===== src/rtl/bram_if_pkg.sv =====
// Shared definitions for the BRAM read-modify-write initiator.
//   ADDR_W / DATA_W / STRB_W : default geometry of the 8192 x 64-bit BRAM
//   MASK_FULL                : byte mask that selects every lane of a DATA_W word
//   state_t                  : controller state encoding
package bram_if_pkg;

    localparam int ADDR_W = 13;
    localparam int DATA_W = 64;
    localparam int STRB_W = DATA_W / 8;

    localparam logic [STRB_W-1:0] MASK_FULL = {STRB_W{1'b1}};

    typedef enum logic [2:0] {
        IDLE      = 3'd0,
        RD_ISSUE  = 3'd1,
        RD_CAP    = 3'd2,
        RMW_RD    = 3'd3,
        RMW_MERGE = 3'd4,
        WR_ISSUE  = 3'd5,
        RESP      = 3'd6
    } state_t;

endpackage


===== src/rtl/bram_rmw_initiator_byte_merge.sv =====
// byte_merge: combinational per-byte-lane merge of new write data over old data.
//   old_data : word read back from the BRAM
//   new_data : requested write data
//   mask     : lane i takes new_data when mask[i] is set, otherwise old_data
//   merged   : resulting word
module byte_merge #(
    parameter int DATA_W = 64
) (
    input  logic [DATA_W-1:0]   old_data,
    input  logic [DATA_W-1:0]   new_data,
    input  logic [DATA_W/8-1:0] mask,
    output logic [DATA_W-1:0]   merged
);

    for (genvar g_lane = 0; g_lane < DATA_W / 8; g_lane++) begin : g_lanes
        assign merged[8*g_lane +: 8] = mask[g_lane] ? new_data[8*g_lane +: 8]
                                                    : old_data[8*g_lane +: 8];
    end

endmodule


===== src/rtl/bram_rmw_initiator.sv =====
// bram_rmw_initiator: single-outstanding request controller for a word-wide BRAM
// that ignores byte enables. Partial-mask writes are turned into read-modify-write.
//   clock, resetn           : system clock, asynchronous active-low reset
//   req_*                   : valid/ready request (addr, write, wdata, wmask)
//   resp_*                  : valid/ready response carrying read data (0 for writes)
//   bram_en/addr/wdata/we   : BRAM port, decoded from state and latched request only
//   bram_rdata              : BRAM registered read data, valid one cycle after a read
//
// state     | meaning
// IDLE      | ready for a new request
// RD_ISSUE  | BRAM read of the requested word
// RD_CAP    | capture BRAM read data into the response register
// RMW_RD    | BRAM read of the word about to be partially overwritten
// RMW_MERGE | merge masked write bytes over the returned word
// WR_ISSUE  | full-word BRAM write of latched (possibly merged) data
// RESP      | response held until accepted
module bram_rmw_initiator
    import bram_if_pkg::*;
#(
    parameter int ADDR_W = bram_if_pkg::ADDR_W,
    parameter int DATA_W = bram_if_pkg::DATA_W
) (
    input  logic                  clock,
    input  logic                  resetn,
    input  logic                  req_valid,
    output logic                  req_ready,
    input  logic [ADDR_W-1:0]     req_addr,
    input  logic                  req_write,
    input  logic [DATA_W-1:0]     req_wdata,
    input  logic [DATA_W/8-1:0]   req_wmask,
    output logic                  resp_valid,
    input  logic                  resp_ready,
    output logic [DATA_W-1:0]     resp_rdata,
    output logic                  bram_en,
    output logic [ADDR_W-1:0]     bram_addr,
    output logic [DATA_W-1:0]     bram_wdata,
    output logic [DATA_W/8-1:0]   bram_we_perbyte,
    input  logic [DATA_W-1:0]     bram_rdata
);

    localparam int LANES = DATA_W / 8;

    state_t              r_state;
    state_t              w_state_nxt;
    logic [ADDR_W-1:0]   r_addr;
    logic                r_write;
    logic [DATA_W-1:0]   r_wdata;
    logic [LANES-1:0]    r_wmask;
    logic [DATA_W-1:0]   r_resp_rdata;
    logic [DATA_W-1:0]   w_merged;
    logic                w_accept;

    byte_merge #(.DATA_W(DATA_W)) u_byte_merge (
        .old_data (bram_rdata),
        .new_data (r_wdata),
        .mask     (r_wmask),
        .merged   (w_merged)
    );

    // resetn gates ready so nothing is offered while reset is held, even though
    // the state register already reads IDLE.
    assign req_ready  = (r_state == IDLE) && resetn;
    assign w_accept   = req_valid && req_ready;
    assign resp_valid = (r_state == RESP);
    assign resp_rdata = r_resp_rdata;

    always_ff @(posedge clock or negedge resetn) begin
        if (!resetn) begin
            r_state <= IDLE;
        end else begin
            r_state <= w_state_nxt;
        end
    end

    always_comb begin
        w_state_nxt     = r_state;
        bram_en         = 1'b0;
        bram_addr       = '0;
        bram_wdata      = '0;
        bram_we_perbyte = '0;
        case (r_state)
            IDLE: begin
                if (w_accept) begin
                    if (!req_write) begin
                        w_state_nxt = RD_ISSUE;
                    end else if (req_wmask == {LANES{1'b1}}) begin
                        w_state_nxt = WR_ISSUE;
                    end else if (req_wmask == '0) begin
                        w_state_nxt = RESP;
                    end else begin
                        w_state_nxt = RMW_RD;
                    end
                end
            end
            RD_ISSUE: begin
                bram_en     = 1'b1;
                bram_addr   = r_addr;
                w_state_nxt = RD_CAP;
            end
            RD_CAP: begin
                w_state_nxt = RESP;
            end
            RMW_RD: begin
                bram_en     = 1'b1;
                bram_addr   = r_addr;
                w_state_nxt = RMW_MERGE;
            end
            RMW_MERGE: begin
                w_state_nxt = WR_ISSUE;
            end
            WR_ISSUE: begin
                // The BRAM writes the whole word regardless, so all enables go high.
                bram_en         = 1'b1;
                bram_addr       = r_addr;
                bram_wdata      = r_wdata;
                bram_we_perbyte = {LANES{1'b1}};
                w_state_nxt     = RESP;
            end
            RESP: begin
                if (resp_ready) begin
                    w_state_nxt = IDLE;
                end
            end
            default: begin
                w_state_nxt = IDLE;
            end
        endcase
    end

    always_ff @(posedge clock or negedge resetn) begin
        if (!resetn) begin
            r_addr       <= '0;
            r_write      <= 1'b0;
            r_wdata      <= '0;
            r_wmask      <= '0;
            r_resp_rdata <= '0;
        end else begin
            case (r_state)
                IDLE: begin
                    if (w_accept) begin
                        r_addr  <= req_addr;
                        r_write <= req_write;
                        r_wdata <= req_wdata;
                        r_wmask <= req_wmask;
                        // A mask-0 write goes straight to RESP and must report 0.
                        if (req_write) begin
                            r_resp_rdata <= '0;
                        end
                    end
                end
                RD_CAP: begin
                    r_resp_rdata <= r_write ? '0 : bram_rdata;
                end
                RMW_MERGE: begin
                    r_wdata <= w_merged;
                end
                WR_ISSUE: begin
                    r_resp_rdata <= '0;
                end
                default: begin
                end
            endcase
        end
    end

endmodule


===== config.mk =====
export PLATFORM = sky130hd
export DESIGN_NAME = bram_rmw_initiator
export DESIGN_NICKNAME = d
export VERILOG_FILES = /design/src/rtl/bram_if_pkg.sv /design/src/rtl/bram_rmw_initiator_byte_merge.sv /design/src/rtl/bram_rmw_initiator.sv
export SDC_FILE = /design/constraint.sdc
export NUM_CORES = 1
export LEC_CHECK = 0
export CORE_MARGIN = 4
export CORE_UTILIZATION = 42
export DETAILED_ROUTE_END_ITERATION = 8
export GPL_TIMING_DRIVEN = 0
export PLACE_DENSITY_LB_ADDON = 0.2
export SLEW_MARGIN = 20
export SYNTH_ARGS = -nofsm -noshare
export SYNTH_HDL_FRONTEND = slang
export SYNTH_SLANG_ARGS = --single-unit
export TNS_END_PERCENT = 5

===== constraint.sdc =====
create_clock -name clock -period 2.1 [get_ports clock]
set_clock_uncertainty 0.05 [all_clocks]
set_input_delay 0.42 -clock clock [delete_from_list [all_inputs] [get_ports clock]]
set_output_delay 0.42 -clock clock [all_outputs]
set_load 0.005 [all_outputs]

=== Yosys cells after proc, flatten, opt, wreduce, memory -nomap -nowiden ===
Index checks and enable logic that the tools add are counted.

* Input port bits: 154
* Bits in registers: 153
* Logic and storage cells: 74

* Eq/ne operators: 18
* Multiplexer cells: 24
* Reductions and logical operators: 19

{| class="wikitable"
|+ Operator list
! cell !! count
|-
| $mux W64 || 5
|-
| $pmux W64 S3 || 1
|-
| $pmux W64 S2 || 1
|-
| $mux W8 || 9
|-
| $reduce_and A3 Y1 || 9
|-
| $ne A2 B2 Y1 const B || 10
|-
| $pmux W3 S6 || 1
|-
| $mux W3 || 5
|-
| $mux W13 || 1
|-
| $eq A3 B3 Y1 const B || 3
|-
| $eq A8 B8 Y1 const B || 1
|-
| $logic_not A8 Y1 || 1
|-
| $eq A3 B2 Y1 const B || 2
|-
| $reduce_and A2 Y1 || 2
|-
| $eq A3 B1 Y1 const B || 1
|-
| $logic_not A3 Y1 || 1
|-
| $reduce_bool A3 Y1 || 1
|-
| $reduce_or A3 Y1 || 1
|-
| $logic_and A1 B1 Y1 || 2
|-
| $ne A2 B1 Y1 const B || 1
|-
| $reduce_bool A2 Y1 || 1
|-
| $reduce_or A2 Y1 || 1
|-
| $mux W1 || 1
|}

=== Longest topological paths before layout ===
Gate-level depths: netlist of the first run.

* Depth after elaboration: 6
* Gate-level depth with buffers: 8
* Gate-level depth less buffers: 4

=== By module ===
From an unflattened synthesis of the first run, not the netlist that was laid out.

* Cells, all modules: 787
* Area, all modules: 7840.0 µm²

{| class="wikitable"
|+ By module, submodules not included
! module !! seq. area each (µm²) !! area an instance (µm²) !! cells an instance !! instances
|-
| bram_rmw_initiator || 3828.7 || 6789.0 || 715 || 1
|-
| byte_merge || 0.0 || 1051.0 || 72 || 1
|}

=== Worst setup path before layout of the first run ===
OpenSTA, ideal clock, no wires.

* Kind: register to register
* Start point: register r_state[2]
* End point: register r_wdata[0]
* Setup time: 0.124 ns
* Buffers on the path: 4
* Path slack: 0.247 ns
* Data required time: 1.926 ns
* Clock period less this slack: 1.853 ns
* Stages on the path, launching flop included: 9
* Arrival: 1.679 ns
* Cells stage by stage: dfrtp_1 -> buf_4 -> nor4b_2 -> nand2_1 -> buf_2 -> buf_6 -> buf_2 -> o22ai_1 -> a21oi_2

* Longest elaborated chain between the ends: 5
* Elaborated cells between the ends (all ways): 9
* Classes of those cells: eq/ne (3); mux (1); reduce/logical (5)

{| class="wikitable"
|+ Ends and longest elaborated chain
! element !! line !! source
|-
| start: declaration || bram_rmw_initiator.sv:43 || <nowiki>state_t r_state;</nowiki>
|-
| start signal: assignment || bram_rmw_initiator.sv:71 || <nowiki>r_state <= w_state_nxt;</nowiki>
|-
| $logic_not A3 Y1 || bram_rmw_initiator.sv:62 || <nowiki>assign req_ready = (r_state == IDLE) && resetn;</nowiki>
|-
| $logic_and A1 B1 Y1 || bram_rmw_initiator.sv:62 ||
|-
| via req_ready || bram_rmw_initiator.sv:26 || <nowiki>output logic req_ready,</nowiki>
|-
| $logic_and A1 B1 Y1 || bram_rmw_initiator.sv:63 || <nowiki>assign w_accept = req_valid && req_ready;</nowiki>
|-
| $ne A2 B2 Y1 (no line) || n/a ||
|-
| $reduce_and A3 Y1 (no line) || n/a ||
|-
| end signal: assignment || bram_rmw_initiator.sv:143 || <nowiki>r_wdata <= req_wdata;</nowiki>
|-
| end signal: assignment || bram_rmw_initiator.sv:155 || <nowiki>r_wdata <= w_merged;</nowiki>
|-
| end: declaration || bram_rmw_initiator.sv:47 || <nowiki>logic [DATA_W-1:0] r_wdata;</nowiki>
|}

The timed path passes the listed nets, and every way through them passes these cells.
A chain may end at the register's enable or synchronous reset.

=== Final worst setup path of the first run ===
* Start point: register r_state[1]
* End point: output port bram_wdata[54]

* Longest elaborated chain between the ends: 2

{| class="wikitable"
|+ Ends and longest elaborated chain
! element !! line !! source
|-
| $eq A3 B3 Y1 || bram_rmw_initiator.sv:81 || <nowiki>case (r_state)</nowiki>
|-
| $mux W64 || bram_rmw_initiator.sv:81 ||
|-
| end: declaration || bram_rmw_initiator.sv:36 || <nowiki>output logic [DATA_W-1:0] bram_wdata,</nowiki>
|}

No other way between the ends.

==> key figures, run 1 <==
Outcome
  • Status: complete, but fails checks
  • Failing checks: negative hold slack, negative setup slack

Min path
  • Hold Crit Class: in2async

Pwr
  • PD cells: 1470 mW/mm^2
  • Pwr Total: 16.5 mW
  • Leak: 5.37 nW
  • Peak supply drop: 0.750 mV

Setup path
  • Crit path max fanout: 10
  • WP data required: 1.63 ns
  • Crit. End Element: output pin
  • Crit path kind: reg2out
  • Critical path arrival: 1.67 ns
  • Startpoint Class: flip-flop

Timing
  • Tcrit/Tclk final: 102%
  • RSZ-0062 raised after global routing: true
  • Hold slack: -0.175 ns
  • Relative slew slack: 62.7%
  • Worst Tran Pin Value: 0.559 ns
  • Fmax achieved: 467 MHz
  • Final Slew Violations: 0
  • Setup WS post-layout: -0.0416 ns
  • Post-layout min period: 2.14 ns
  • TNS Setup: -0.215 ns
  • Setup violators final: 12
  • Final hold vios: 63

Synth
  • Sequential element share of the synthesized area: 55.1%
  • Post-Syn Area per Cell: 11.2 um^2
  • Post-Syn Nets: 773
  • Synth area leaders: dfrtp_1 55%, a21oi_2 8.1%, a22o_1 8.1%
  • Async S/R FF share, synth: 100%
  • Synthesized netlist cell count: 619
  • Ys Warns: 0
  • Most common cell in the synthesized netlist: dfrtp_1
  • Yosys reg bits: 153
  • Synth top cells by count: 153 x dfrtp_1, 65 x inv_1, 65 x nor3_1
  • Ys flop type: dfrtp_1
  • Yosys cell types: 32
  • Yosys top cell area share: 55.1%
  • Synth area leader: dfrtp_1
  • Post-synth EDFFs: 0
  • Mapped cell area: 0.00694 mm^2

Finish
  • P&R area growth vs syn: 62.2%
  • Footprint of the multi-input gates: 0.00275 mm^2
  • Final-layout fill cell count: 1246
  • Final Util: 70.1%
  • Final net count: 1114
  • FF+latch area: 0.00383 mm^2
  • ANT cells: 0
  • Proportion of layout cells with a drive suffix above 1: 33.5%

Drt
  • Detail-routed net length per standard cell: 20.3 um
  • # DRC: 0
  • Via/cell ratio: 5.30
  • DRT iter0 DRCs: 222
  • Via count: 6295
  • Total Routed Length: 24100 um
  • DR pass1 iterations: 4
  • Post-DRT Antenna Nets: 0

Die
  • Die Ht: 137 um
  • DIE WIDTH: 137 um
  • Initial core utilization: 43.2%
  • DIE AREA: 0.0187 mm^2
  • Row cnt: 46
  • I/O Pins: 306
  • Core Area: 0.0161 mm^2

Global routing
  • Largest net degree at the start of global routing: 67
  • Initial antenna violation count: 0
  • GR Overflow Total: 0
  • Number of global-route vias before repair: 6440
  • First-pass GRT wire length: 36000 um
  • GRT Util Overall: 25.3%

Placement
  • Post-DP HPWL: 16900 um
  • Setup WS pre-CTS: -1.20 ns
  • RD Place Congestion: 0.786
  • # port buffers: 305

Clock network
  • CTS HTree Levels: 4
  • Worst-case clock buffer depth: 2
  • TritonCTS Buffers: 17
  • Clock Sink Count: 153
  • Clock-pin slew on the worst setup and hold paths: 0.06 ns
  • Clk_lat worst skew: 0.41 ns
  • Clock root buffer: clkbuf_16
  • CTS tree: built

Job
  • Max_cap viols: 0
## routing by layer
metal,track usage [%],share of wire (%),routed length (um)
met4,6.16,1.7,420
met2,42.1,49,11800
met3,8.90,8.4,2010
met5,0,0,0
met1,31.6,41,9780
## path summary, 6_finish.rpt
kind	from	endpoint	slack (ns)	cells after the start
setup / recovery	r_state[1]$_DFFE_PN0P_	bram_wdata[54]	-0.04	5
hold / removal	resetn	resp_rdata[13]$_DFFE_PN0P_	-0.17	1
setup reg to reg	r_state[0]$_DFFE_PN0P_	r_wdata[56]$_DFFE_PN0P_	-0.03	8
hold reg to reg	r_addr[10]$_DFFE_PN0P_	r_addr[10]$_DFFE_PN0P_	0.45	1
max in group asynchronous	resetn	r_wdata[2]$_DFFE_PN0P_	1.46	2
min in group clock	r_addr[10]$_DFFE_PN0P_	r_addr[10]$_DFFE_PN0P_	0.45	1
## registers in the layout, indices dropped and copies added (netlist names)
name        flops
r_addr         13
r_write         1
r_state         3
resp_rdata     64
r_wmask         8
r_wdata        64
## cell usage in the layout (no fill, tap or decap), types with 3 or more instances in the layout
master / instances
dlygate4sd2_1: 6
dfrtp_1: 152
buf_4: 20
and3_1: 13
a22o_1: 64
mux2_2: 22
o22ai_2: 6
nor3_1: 26
clkbuf_8: 3
o22ai_1: 58
dlymetal6s2s_1: 7
inv_1: 65
buf_8: 5
clkdlybuf4s50_1: 216
clkbuf_16: 19
buf_2: 70
buf_6: 28
and2_4: 8
bufinv_16: 5
or2_1: 8
nor3_2: 38
a21oi_2: 64
clkbuf_1: 11
clkbuf_2: 17
nor2_4: 3
## cell type report
| class | instances | area share, % |
|---|---|---|
| Clock inverter | 8 | 1.49 |
| Timing Repair Buffer | 321 | 26.1 |
| Clock buffer | 23 | 4.15 |
| Multi-Input combinational cell | 336 | 24.4 |
| Tap cell | 216 | 2.40 |
| Sequential cell | 153 | 34.0 |
| Buffer | 66 | 5.30 |
| Inverter | 65 | 2.17 |
## critical path, stage by stage, from the launching register on
cell	delay, ns
dfrtp_2	0.43
buf_8	0.15
buf_4	0.18
buf_8	0.16
nor3_2	0.19
buf_2	0.15
## report_power, final
part	total (mW)	internal (mW)	switching, mW
clock	3.32	2.16	1.15
combinational	8.36	4.25	4.10
sequential	4.83	4.29	0.534
## logic make-up after synthesis
group,count (synthesis),synth area share (%)
AND/OR/NAND/NOR,113,9.14
buffers and inverters,131,9.48
multiplexers,22,3.57
AO/OA/AOI/OAI,200,22.7
flip-flops,153,55.1
## stage by stage
step	instances	instance area [um^2]
global route	1188	11300
floorplan	619	6940
detailed placement	1141	10300
global placement	1140	10300
CTS	1178	11000
finish	1188	11300
## repair_timing
item | in CTS | in global routing
resized for setup | 326 | 116
setup buffers | 3 | 9
pin swaps | 1 | 4
cloned | 3 | 1
hold endpoints to repair | 63 | 63
endpoints found under the setup margin | 236 | 204
(Power assumes the default switching activity.)
==> run 2, diff against run 1 <==
- RECOVER_POWER: default -> 25
==> results of run 2 <==
The final DEF is identical to that of run 1; final timing and power are the same.
